--- config.mk ---
export PLATFORM = sky130hd
export DESIGN_NAME = mem_scan_seq
export DESIGN_NICKNAME = d
export VERILOG_FILES = /design/src/rtl/mem_scan_pkg.sv /design/src/rtl/scan_addr_gen.sv /design/src/rtl/mem_scan_seq.sv
export SDC_FILE = /design/constraint.sdc
export NUM_CORES = 1
export LEC_CHECK = 0
export CORE_MARGIN = 3
export CORE_UTILIZATION = 40
export CTS_CLUSTER_SIZE = 40
export DETAILED_ROUTE_END_ITERATION = 8
export SYNTH_ARGS = -nofsm -noshare
export SYNTH_HDL_FRONTEND = slang
export SYNTH_SLANG_ARGS = --single-unit
export TNS_END_PERCENT = 30
--- constraint.sdc ---
create_clock -name clock -period 10.6 [get_ports clock]
set_input_delay 2.12 -clock clock [delete_from_list [all_inputs] [get_ports clock]]
set_output_delay 2.12 -clock clock [all_outputs]
set_load 0.01 [all_outputs]
--- src/rtl/mem_scan_pkg.sv ---
// Shared types for the memory scan sequencer: FSM states, latched scan
// configuration and the default-stride helper.
package mem_scan_pkg;

   localparam int unsigned CFG_ADDR_W = 32;
   localparam int unsigned STRIDE_W   = 8;

   typedef enum logic [1:0] {
      IDLE,
      ISSUE,
      WAIT,
      OUT
   } state_e;

   typedef struct packed {
      logic [CFG_ADDR_W-1:0] base;
      logic [CFG_ADDR_W-1:0] limit;
      logic [STRIDE_W-1:0]   stride;
      logic                  mode_wrap;
   } scan_cfg_t;

   // One data word per step when the requested stride is zero.
   function automatic logic [STRIDE_W-1:0] def_stride(input int unsigned data_w);
      return STRIDE_W'(data_w / 8);
   endfunction

endpackage

--- src/rtl/scan_addr_gen.sv ---
// Current scan address register with next-address, carry and end-of-pass
// detection; wraps back to base when a pass completes.
module scan_addr_gen
   import mem_scan_pkg::*;
#(
   parameter int unsigned ADDR_W = 32
) (
   input  logic                clock,
   input  logic                reset,
   input  logic                load,
   input  logic                step,
   input  logic [ADDR_W-1:0]   load_addr,
   input  logic [ADDR_W-1:0]   base_addr,
   input  logic [ADDR_W-1:0]   limit_addr,
   input  logic [STRIDE_W-1:0] stride,
   output logic [ADDR_W-1:0]   cur_addr,
   output logic                last_in_pass_c
);

   localparam int unsigned NXT_W = ADDR_W + 1;

   logic [ADDR_W-1:0] cur_q, cur_d;
   logic [NXT_W-1:0]  nxt_c;

   // Extra top bit catches address-space overflow so we never wrap to 0.
   always_comb begin
      nxt_c          = {1'b0, cur_q} + NXT_W'(stride);
      last_in_pass_c = nxt_c[ADDR_W] | (nxt_c[ADDR_W-1:0] > limit_addr);
      cur_d          = cur_q;
      if (load) begin
         cur_d = load_addr;
      end else if (step) begin
         cur_d = last_in_pass_c ? base_addr : nxt_c[ADDR_W-1:0];
      end
   end

   always_ff @(posedge clock or posedge reset) begin
      if (reset) begin
         cur_q <= '0;
      end else begin
         cur_q <= cur_d;
      end
   end

   assign cur_addr = cur_q;

endmodule

--- src/rtl/mem_scan_seq.sv ---
// DMA-style read scanner: sweeps base..limit by stride over a synchronous
// memory, streams each word out, and tracks checksum and completed passes.
module mem_scan_seq
   import mem_scan_pkg::*;
#(
   parameter int unsigned ADDR_W  = 32,
   parameter int unsigned DATA_W  = 32,
   parameter int unsigned MEM_LAT = 1,
   parameter int unsigned PASS_W  = 16
) (
   input  logic                clock,
   input  logic                reset,
   input  logic                start,
   input  logic                stop,
   input  logic                mode_wrap,
   input  logic [ADDR_W-1:0]   base_addr,
   input  logic [ADDR_W-1:0]   limit_addr,
   input  logic [STRIDE_W-1:0] stride,
   output logic [ADDR_W-1:0]   raddress,
   input  logic [DATA_W-1:0]   rdata,
   output logic [DATA_W-1:0]   out_data,
   output logic [ADDR_W-1:0]   out_addr,
   output logic                out_valid,
   input  logic                out_ready,
   output logic                busy,
   output logic                done,
   output logic                aborted,
   output logic [DATA_W-1:0]   checksum,
   output logic [PASS_W-1:0]   pass_count
);

   localparam int unsigned LAT_W = 3;

   state_e              state_q, state_d;
   scan_cfg_t           cfg_q, cfg_d;
   logic [LAT_W-1:0]    lat_q, lat_d;
   logic [ADDR_W-1:0]   raddr_q, raddr_d;
   logic [DATA_W-1:0]   out_data_q, out_data_d;
   logic [ADDR_W-1:0]   out_addr_q, out_addr_d;
   logic                out_valid_q, out_valid_d;
   logic                done_q, done_d;
   logic                aborted_q, aborted_d;
   logic                busy_q, busy_d;
   logic [DATA_W-1:0]   checksum_q, checksum_d;
   logic [PASS_W-1:0]   pass_q, pass_d;

   logic                ag_load_c, ag_step_c, last_c, hs_c;
   logic [ADDR_W-1:0]   cur_addr;

   scan_addr_gen #(.ADDR_W(ADDR_W)) u_addr_gen (
      .clock          (clock),
      .reset          (reset),
      .load           (ag_load_c),
      .step           (ag_step_c),
      .load_addr      (base_addr),
      .base_addr      (ADDR_W'(cfg_q.base)),
      .limit_addr     (ADDR_W'(cfg_q.limit)),
      .stride         (cfg_q.stride),
      .cur_addr       (cur_addr),
      .last_in_pass_c (last_c)
   );

   always_comb begin
      state_d     = state_q;
      cfg_d       = cfg_q;
      lat_d       = lat_q;
      raddr_d     = raddr_q;
      out_data_d  = out_data_q;
      out_addr_d  = out_addr_q;
      out_valid_d = out_valid_q;
      done_d      = 1'b0;
      aborted_d   = 1'b0;
      checksum_d  = checksum_q;
      pass_d      = pass_q;
      ag_load_c   = 1'b0;
      ag_step_c   = 1'b0;
      hs_c        = out_valid_q & out_ready;

      case (state_q)
         IDLE: begin
            if (start) begin
               cfg_d.base      = CFG_ADDR_W'(base_addr);
               cfg_d.limit     = CFG_ADDR_W'(limit_addr);
               cfg_d.stride    = (stride == '0) ? def_stride(DATA_W) : stride;
               cfg_d.mode_wrap = mode_wrap;
               checksum_d      = '0;
               pass_d          = '0;
               if (limit_addr < base_addr) begin
                  done_d = 1'b1;
               end else begin
                  ag_load_c = 1'b1;
                  state_d   = ISSUE;
               end
            end
         end
         ISSUE: begin
            raddr_d = cur_addr;
            lat_d   = LAT_W'(MEM_LAT);
            state_d = WAIT;
         end
         WAIT: begin
            if (lat_q <= LAT_W'(1)) begin
               out_data_d  = rdata;
               out_addr_d  = cur_addr;
               out_valid_d = 1'b1;
               state_d     = OUT;
            end else begin
               lat_d = lat_q - LAT_W'(1);
            end
         end
         OUT: begin
            if (hs_c) begin
               checksum_d  = checksum_q + out_data_q;
               ag_step_c   = 1'b1;
               out_valid_d = 1'b0;
               state_d     = ISSUE;
               if (last_c) begin
                  pass_d = (&pass_q) ? pass_q : pass_q + PASS_W'(1);
                  if (!cfg_q.mode_wrap) begin
                     done_d  = 1'b1;
                     state_d = IDLE;
                  end
               end
            end
         end
         default: state_d = IDLE;
      endcase

      // Abort overrides everything except the checksum of a same-edge beat.
      if ((state_q != IDLE) && stop) begin
         state_d     = IDLE;
         out_valid_d = 1'b0;
         aborted_d   = 1'b1;
         done_d      = 1'b0;
         pass_d      = pass_q;
      end

      busy_d = (state_d != IDLE);
   end

   always_ff @(posedge clock or posedge reset) begin
      if (reset) begin
         state_q     <= IDLE;
         cfg_q       <= '0;
         lat_q       <= '0;
         raddr_q     <= '0;
         out_data_q  <= '0;
         out_addr_q  <= '0;
         out_valid_q <= 1'b0;
         done_q      <= 1'b0;
         aborted_q   <= 1'b0;
         busy_q      <= 1'b0;
         checksum_q  <= '0;
         pass_q      <= '0;
      end else begin
         state_q     <= state_d;
         cfg_q       <= cfg_d;
         lat_q       <= lat_d;
         raddr_q     <= raddr_d;
         out_data_q  <= out_data_d;
         out_addr_q  <= out_addr_d;
         out_valid_q <= out_valid_d;
         done_q      <= done_d;
         aborted_q   <= aborted_d;
         busy_q      <= busy_d;
         checksum_q  <= checksum_d;
         pass_q      <= pass_d;
      end
   end

   assign raddress   = raddr_q;
   assign out_data   = out_data_q;
   assign out_addr   = out_addr_q;
   assign out_valid  = out_valid_q;
   assign busy       = busy_q;
   assign done       = done_q;
   assign aborted    = aborted_q;
   assign checksum   = checksum_q;
   assign pass_count = pass_q;

endmodule

# After elaboration in Yosys (flattened, before gate mapping)
# Index checks and enable logic that the tools add are counted.
# word_totals
regBits,258
in_bits,110
output_inout_bits,148
elab_cells,91
# classes
n_addsub,4
n_lt_le_gt_ge,3
eq_ne,10
muxes,39
bitwise,3
n_reduce_logical,16
# ops
cell,count
32-bit 2-to-1 mux,5
16-bit 2-to-1 mux,4
32-bit one-hot mux with 2 select lines,1
32-bit by 8-bit adder with 33-bit output,1
32-bit adder,1
32-bit > comparator,1
32-bit less-than comparator,1
16-bit one-hot mux with 2 select lines,1
1-bit 2-to-1 mux,17
16-bit by 1-bit adder with 16-bit output (second input constant),1
16-bit AND reduction,1
2-bit 2-to-1 mux,5
2-bit inequality test (second input constant),5
2-bit nonzero test,5
8-bit zero test,1
8-bit 2-to-1 mux,1
2-bit one-hot mux with 4 select lines,1
3-bit inequality test (second input constant),2
3-bit one-hot mux with 2 select lines,1
2-bit AND reduction,3
3-bit AND reduction,2
6-bit AND reduction,1
2-bit == test (second input constant),2
1-bit one-hot mux with 2 select lines,2
other kinds (10),10

# Depth between registers and ports, before layout
# Gate-level depths: netlist of the first run.
# logic_depth
ltp_word,8
ltp_mapped,19
ltp_nobuf,18

# By module
# Synthesis of the first run repeated with hierarchy kept, for this count alone.
# hier_totals
cells_unflattened,1485
hier_area_um2,14945.6
# modules_own_cells
mod,instances,cells_per_inst,area_each_um2
mem_scan_seq,1,1014,11234.5
scan_addr_gen,1,471,3711.1

# Worst setup path before layout of the first run
# No wires, ideal clock.
# synth_path
path_kind,input -> register
startpoint,in base_addr[30]
endpoint,reg u_addr_gen.cur_q[0] (netlist: u_addr_gen.cur_addr[0])
setup_ns,0.142
arrival_time_ns,4.198
slack_ns,6.260
path_stages,9
n_path_buf,1
cell_sequence,inv_1 > ha_1 > nand4_1 > or2_2 > or4_1 > o21ai_1 > nand2b_1 > clkbuf_1 > o221ai_1
# synth_between
elab_chain_cells,5
word_cells_on_any_way,6
cone_classes,1 x order compare; 4 x mux; 1 x reduce/logical
# synth_rtl
element,line_no,rtl
start: declaration,mem_scan_seq.sv:16,"input logic [ADDR_W-1:0] base_addr,"
32-bit less-than comparator (*),mem_scan_seq.sv:88,if (limit_addr < base_addr) begin
1-bit 2-to-1 mux (*),mem_scan_seq.sv:88,
1-bit 2-to-1 mux (*),mem_scan_seq.sv:81,if (start) begin
1-bit 2-to-1 mux (*),mem_scan_seq.sv:79,case (state_q)
32-bit 2-to-1 mux / 2-bit nonzero test (equally long branches),--,
end signal: assignment,scan_addr_gen.sv:41,cur_q <= cur_d;
end: declaration,scan_addr_gen.sv:22,"logic [ADDR_W-1:0] cur_q, cur_d;"
# Mark *: on every way between the ends. The rest lies on a longest branch, timed or not.
# A chain may end at the register's enable or synchronous reset.

# Worst setup path after layout of the first run
# layout_path
startpoint,reg u_addr_gen.cur_q[9] (netlist: u_addr_gen.cur_addr[9])
endpoint,reg u_addr_gen.cur_q[30] (netlist: u_addr_gen.cur_addr[30])
# layout_between
elab_chain_cells,6
# layout_rtl
element,line_no,rtl
32-bit by 8-bit adder with 33-bit output (*),scan_addr_gen.sv:27,"nxt_c = {1'b0, cur_q} + NXT_W'(stride);"
32-bit > comparator,scan_addr_gen.sv:28,last_in_pass_c = nxt_c[ADDR_W] | (nxt_c[ADDR_W-1:0] > limit_addr);
1-bit bitwise OR,scan_addr_gen.sv:28,
32-bit 2-to-1 mux (*),scan_addr_gen.sv:33,cur_d = last_in_pass_c ? base_addr : nxt_c[ADDR_W-1:0];
32-bit 2-to-1 mux (*),scan_addr_gen.sv:32,end else if (step) begin
32-bit 2-to-1 mux (*),scan_addr_gen.sv:30,if (load) begin
# Mark *: on every way between the ends. The rest lies on a longest branch, timed or not. The select of a mux whose other input is x is not followed.

==> impl_results.md, run 1 <==
- Syn nets: 1770
- Tmin final: 5.594 ns
- Reg-to-Reg Start: u_addr_gen.cur_addr[9]
- Synthesized area: approximately 15000 um^2
- CP bufs+invs: 2
- Synth area leaders: dfrtp_1, ha_1, mux2_2, nand2_1, o21ai_0
- Port Buffer Count: 257
- CP arrival: 6.00 ns
- Crit. Startpoint: u_addr_gen.cur_addr[9]
- Routed length per instance: 19.22 um
- PwrDens: 294.5 nW/um^2
- Final Util: 0.5151
- RSZ-0062 raised after global routing: false
- HP Class: flip-flop to flip-flop
- Leakage power: 8.429 nW
- Gpl congestion: 0.8781
- Synth Register Bits: around 260
- CTS buffer count: 31
- Netlist cell types: 68
- Post-synth top area cell: dfrtp_1
- Nets: 1992
- Initial Util: 0.4069
- Dpl ws: 5.093 ns
- Synth top area share: 0.4324
- Status: finished, final reports clean
- Top-count cell post-synth: dfrtp_1
- Kind of critical path: flip-flop to flip-flop
- GR peak layer: met2
- Final Max Slew Viols: 0
- Worst EP required: around 11 ns
- Area growth syn-to-layout: 26.62%
- Clock Skew: 0.02156 ns
- Remaining global-route overflow: 0
- Crit path max-delay family: simple AND/OR/NAND/NOR gates
- Clock root cell: clkbuf_16
- Drt first pass iters: 5
- Min-delay src: out_addr[19]
- Final Setup Violations: 0
- CP startpoint kind: flip-flop
- Critical Path, Cell by Cell: nand4_2, or2_2, nor3_1, and3_1, nand3_1, xnor2_1, ha_1, nand4_1, nor4_1, and3_1, inv_1, a21oi_4, buf_4, mux2i_1, o221ai_1
- Std-Cell Rows: 70
- Max cap viols: 0
- Hpwl dp: 31950 um
- Post-synthesis sequential area ratio: 0.4324
- Final antenna-violating net count: 0
- List of most frequent post-synthesis cells: dfrtp_1, nand2_1, o21ai_0, ha_1, mux2_2
- Met3 global-route usage: 0.03254
- Final Hold Viols: 0
- Slew of the pin with the lowest slew margin: between 1 and 1.5 ns
- I/O Pins: 258
- Post-route DRC: 0
- Worst Setup End Kind: flip-flop
- Routed vias: ~12000
- Synth async-reset ratio: 1.000
- Number of global-route vias before repair: 12300
- Dpl cells: 2206
- Routed WL: between 40000 and 50000 um
- Global-route wire length before repair: between 60000 and 70000 um
- Die H: 199.2 um
- Core area: 36700 um^2
- DRT iter0 DRCs: 597
- Synth Warn #: 0
- Worst skew pair latency: 0.57 ns
- Post-synthesis average cell area: between 9 and 10 um^2
- Layout Cells excl Fill: 2264
- Max-Slew Margin vs Limit: 0.2873
- Crit-path max FO: 18
- Setup TNS: 0 ns
- Fraction of layout cells with a size suffix above 1: 0.09916
- CP max stage delay: 0.61 ns
- Die width: around 200 um
- CP max-delay cell: nor3_1
- Post-cts sizing count: 0
- Met1 Use GR: 0.3027
- Initial antenna violation count: 1
- Max Root-Sink Buffers: 3
- M2 GR Usage: 0.3476
- EDFF count, synth: 0
- Peak VDD IR: 143.4 uV
- Worst setup margin: 5.006 ns
- Die ar.: just under 40000 um^2
- Post-CTS setup buffers: 0
- Fmax: 178.8 MHz
- GR Util All Layers: 0.2151
- Cells after synthesis: 1549
- Final worst-path cycle share: 0.5277
- Clock sink total: 258
- CTS hold repair buffers: 0
- Reg clk slew, reported paths: 0.06 ns
- Largest net degree at the start of global routing: 168
- CTS tree: yes
- Top FF cell, synth: dfrtp_1
- H-tree depth: 1
- Post-DR vias/cell: 5.505
- CP dominant cell by count: and3_1
registers in the layout, summed over array words and instances (netlist names):
signal	flops
cfg_q	73
checksum	32
out_addr	32
out_data	32
raddress	32
u_addr_gen.cur_addr	32
pass_count	16
lat_q	3
state_q	2
aborted	1
busy	1
done	1
out_valid	1
cell usage in the layout (no fill, tap or decap), types with 46 or more instances in the layout:
master,netlist,final
a21oi_1,74,73
clkdlybuf4s50_1,0,257
dfrtp_1,258,258
ha_1,109,108
inv_1,95,94
mux2_2,102,102
nand2_1,190,189
nand3_1,66,66
nor2_1,46,46
o21ai_0,140,140
metal layers:
metal	wire, um	vias up
met1	19930	5990
met3	2407	71
met2	19880	337
met4	1291	0
met5	0	-
li1	-	6065
metrics by stage:
step                      cell area, um^2  hold WS [ns]  total power [mW]
after floorplan                     14930        0.4492             3.471
after global placement              17900        0.4689             4.466
after detailed placement            17900        0.4773             4.520
after CTS                           18900        0.4902             5.606
after global routing                18900        0.5127             5.994
final                               18900        0.4874             5.568
power breakdown:
part	switching (mW)	internal, mW
Clock	0.426	0.630
Sequential	0.349	1.39
Combinational	1.49	1.28
Total	2.27	3.30
worst min-delay path: cells and delay by family, from the launching register on:
family,cells,cell delay [ns]
DFF,1,0.34
AOI/OAI and AO/OA,1,0.06
and+or+nand+nor,1,0.05
logic make-up (layout without fill, tap and decap cells):
| logic type | after synthesis | count (layout) | synth area share |
|---|---|---|---|
| and+or+nand+nor | 453 | 453 | 0.1481 |
| AOI/OAI and AO/OA | 381 | 381 | 0.1596 |
| DFF | 258 | 258 | 0.4324 |
| buffers and inverters | 173 | 419 | 0.04500 |
| muxes | 130 | 130 | 0.09570 |
| adders and majority gates | 111 | 111 | 0.09403 |
| xor gates and xnor gates | 43 | 43 | 0.02522 |
| other | 0 | 1 | 0 |
worst paths after layout:
check                      slack [ns]  cells past startpoint                 endpoint
min in group asynchronous        2.06                      2              out_data[0]
setup / recovery                 5.01                     15  u_addr_gen.cur_addr[30]
max in group asynchronous        7.21                      3   u_addr_gen.cur_addr[1]
hold / removal                   0.49                      2             out_addr[19]
setup reg to reg                 5.01                     15  u_addr_gen.cur_addr[30]
hold reg to reg                  0.49                      2             out_addr[19]
area by class of cell:
type | instances | area [um^2]
inverter | 95 | 364.1
timing repair buffer | 267 | 2660
sequential | 258 | 6456
fill | 3384 | 17790
tap | 468 | 585.6
clock inverter | 14 | 150.1
clock buffer | 43 | 850.8
multi-input combinational | 1118 | 7835
antenna | 1 | 2.502
Note: power is estimated with default switching activity, not from simulation.
==> run 2, diff against run 1 <==
==> constraint.sdc (replaced) <==
create_clock -name clock -period 5.6 [get_ports clock]
set_input_delay 1.12 -clock clock [delete_from_list [all_inputs] [get_ports clock]]
set_output_delay 1.12 -clock clock [all_outputs]
set_load 0.01 [all_outputs]
==> run 2 against run 1 <==
- maximum frequency is 7.6% higher
- register-to-register slack got worse by 4.6 ns
- worst hold slack got worse by 0.0075 ns
- utilization increased by 0.73 points
- critical endpoint is now u_addr_gen.cur_addr[28]
- highest routed layer unchanged
==> impl_results.md, run 2 (synthesis gave the netlist of run 1 again) <==
- Status: finished, final reports clean
- Hpwl dp: 32930 um
- Final Hold Viols: 0
- Die ar.: around 40000 um^2
- Peak VDD IR: 220.3 uV
- Fmax: ~190 MHz
- Critical Path, Cell by Cell: nand4_2, or2_2, nor3_1, and3_1, nand3_1, xnor2_1, ha_1, nand4_1, nor4_1, and3_1, inv_1, a21oi_4, buf_12, mux2i_1, o221ai_1
- Post-CTS setup buffers: 0
- Final worst-path cycle share: 0.9288
- Reg clk slew, reported paths: 0.05 ns
- CTS buffer count: 34
- GR Util All Layers: 0.2209
- Worst skew pair latency: 0.54 ns
- H-tree depth: 2
- Nets: 2003
- Post-route DRC: 0
- Final Max Slew Viols: 0
- Post-cts sizing count: 0
- CTS tree: yes
- CP startpoint kind: flip-flop
- Dpl ws: just under 0.5 ns
- Global-route wire length before repair: 69400 um
- Routed vias: 12640
- PwrDens: 572.7 nW/um^2
- CP max-delay cell: nor3_1
- Fillcell total: approximately 3300
- Die width: around 200 um
- Setup TNS: 0 ns
- Core area: roughly 37000 um^2
- Tmin final: 5.201 ns
- Commonest non-fill, non-tap cell in the layout: dfrtp_1
- Die H: 199.2 um
- Routed WL: roughly 45000 um
- Clock sink total: around 260
- Worst EP required: 5.96 ns
- Final Util: 0.5225
- Area growth syn-to-layout: 28.42%
- Crit-path max FO: 12
- Largest net degree at the start of global routing: 182
- Final Setup Violations: 0
- Gpl congestion: 0.8832
- Number of global-route vias before repair: 12590
- Slew of the pin with the lowest slew margin: 1.027 ns
- CP max stage delay: 0.65 ns
- Worst setup margin: 0.3989 ns
- Max-Slew Margin vs Limit: 0.3154
- CTS hold repair buffers: 0
- Fraction of layout cells with a size suffix above 1: 0.1045
- Port Buffer Count: around 260
- DRT iter0 DRCs: 709
- Max reg flops: 73
- Leakage power: approximately 8.6 nW
- Design area: 19170 um^2
- Routed length per instance: just under 20 um
- Max Root-Sink Buffers: 3
- Max cap viols: 0
- Initial Util: 0.4069
- Clock Skew: 0.01584 ns
- CP arrival: 5.57 ns
- Remaining global-route overflow: 0
- Final antenna-violating net count: 0
- CP dominant cell by count: and3_1
- Drt first pass iters: 5
- Clock root cell: clkbuf_16
- Kind of critical path: flip-flop to flip-flop
- Post-DR vias/cell: 5.551
- RSZ-0062 raised after global routing: false
- Total power: about 11 mW
- I/O Pins: 258
- HP Class: flip-flop to flip-flop
- Worst Setup End Kind: flip-flop
- Reg with most FFs: cfg_q
- Area of placed instances: between 15000 and 20000 um^2
- Most frequent cells in the layout: dfrtp_1, clkdlybuf4s50_1, nand2_1, o21ai_0, ha_1
- Initial antenna violation count: 1
- Std-Cell Rows: 70
[run 2: cell types whose count changed in the layout (fill, tap and decap cells not counted), moves of 2 or more]
cell,delta
buf_12,+2
clkbuf_8,+2
buf_4,+6
clkbuf_16,+6
clkinv_2,-6
[run 2: final cells by class]
cell class,count,area [um^2],area share
multi-input cells,1118,7833,0.4085
flip-flops and latches,258,6456,0.3367
repair buffers,275,2745,0.1432
clock buffers,52,1032,0.05384
well taps,468,585.6,0.03054
inverters,95,360.3,0.01879
clock inverters,10,158.9,0.008288
diodes,1,2.502,0.0001305
[run 2: final timing paths]
path / from / end / slack, ns / cells after the start
max: u_addr_gen.cur_addr[9] / u_addr_gen.cur_addr[28] / 0.40 / 15
min: cfg_q[61] / cfg_q[61] / 0.48 / 2
max reg2reg: u_addr_gen.cur_addr[9] / u_addr_gen.cur_addr[28] / 0.40 / 15
min reg2reg: cfg_q[61] / cfg_q[61] / 0.48 / 2
max in group asynchronous: reset / u_addr_gen.cur_addr[3] / 3.58 / 3
min in group asynchronous: reset / out_addr[20] / 1.24 / 3
[run 2: stage by stage]
| stage | std cells | hold WS, ns |
|---|---|---|
| floorplan | 1549 | 0.4492 |
| detailed placement | 2214 | 0.4705 |
| CTS | 2276 | 0.4832 |
| global placement | 2214 | 0.4670 |
| global route | 2277 | 0.5089 |
| finish | 2277 | 0.4799 |
[run 2: critical path, delay by kind of cell, from the launching register on]
family / cells / cell delay (ns)
AO/OA/AOI/OAI: 2 / 0.57
XOR/XNOR: 1 / 0.18
adder cells (fa/ha/maj): 1 / 0.31
buffers and inverters: 2 / 0.38
flip-flops: 1 / 0.62
multiplexers: 1 / 0.19
AND/OR/NAND/NOR: 8 / 2.78
[run 2: per-layer routing]
layer | vias to the layer above | global-route usage | wire (um)
met2 | 385 | 0.3559 | 20230
li1 | 6088 | - | -
met4 | 0 | 0.08511 | 1582
met3 | 93 | 0.03642 | 2598
met1 | 6073 | 0.2998 | 20250
met5 | - | 0 | 0
[run 2: power breakdown]
group	switching, mW	leakage, nW	internal, mW
Sequential	0.656	3.20	2.63
Clock	0.848	0.576	1.46
Combinational	2.90	4.78	2.49
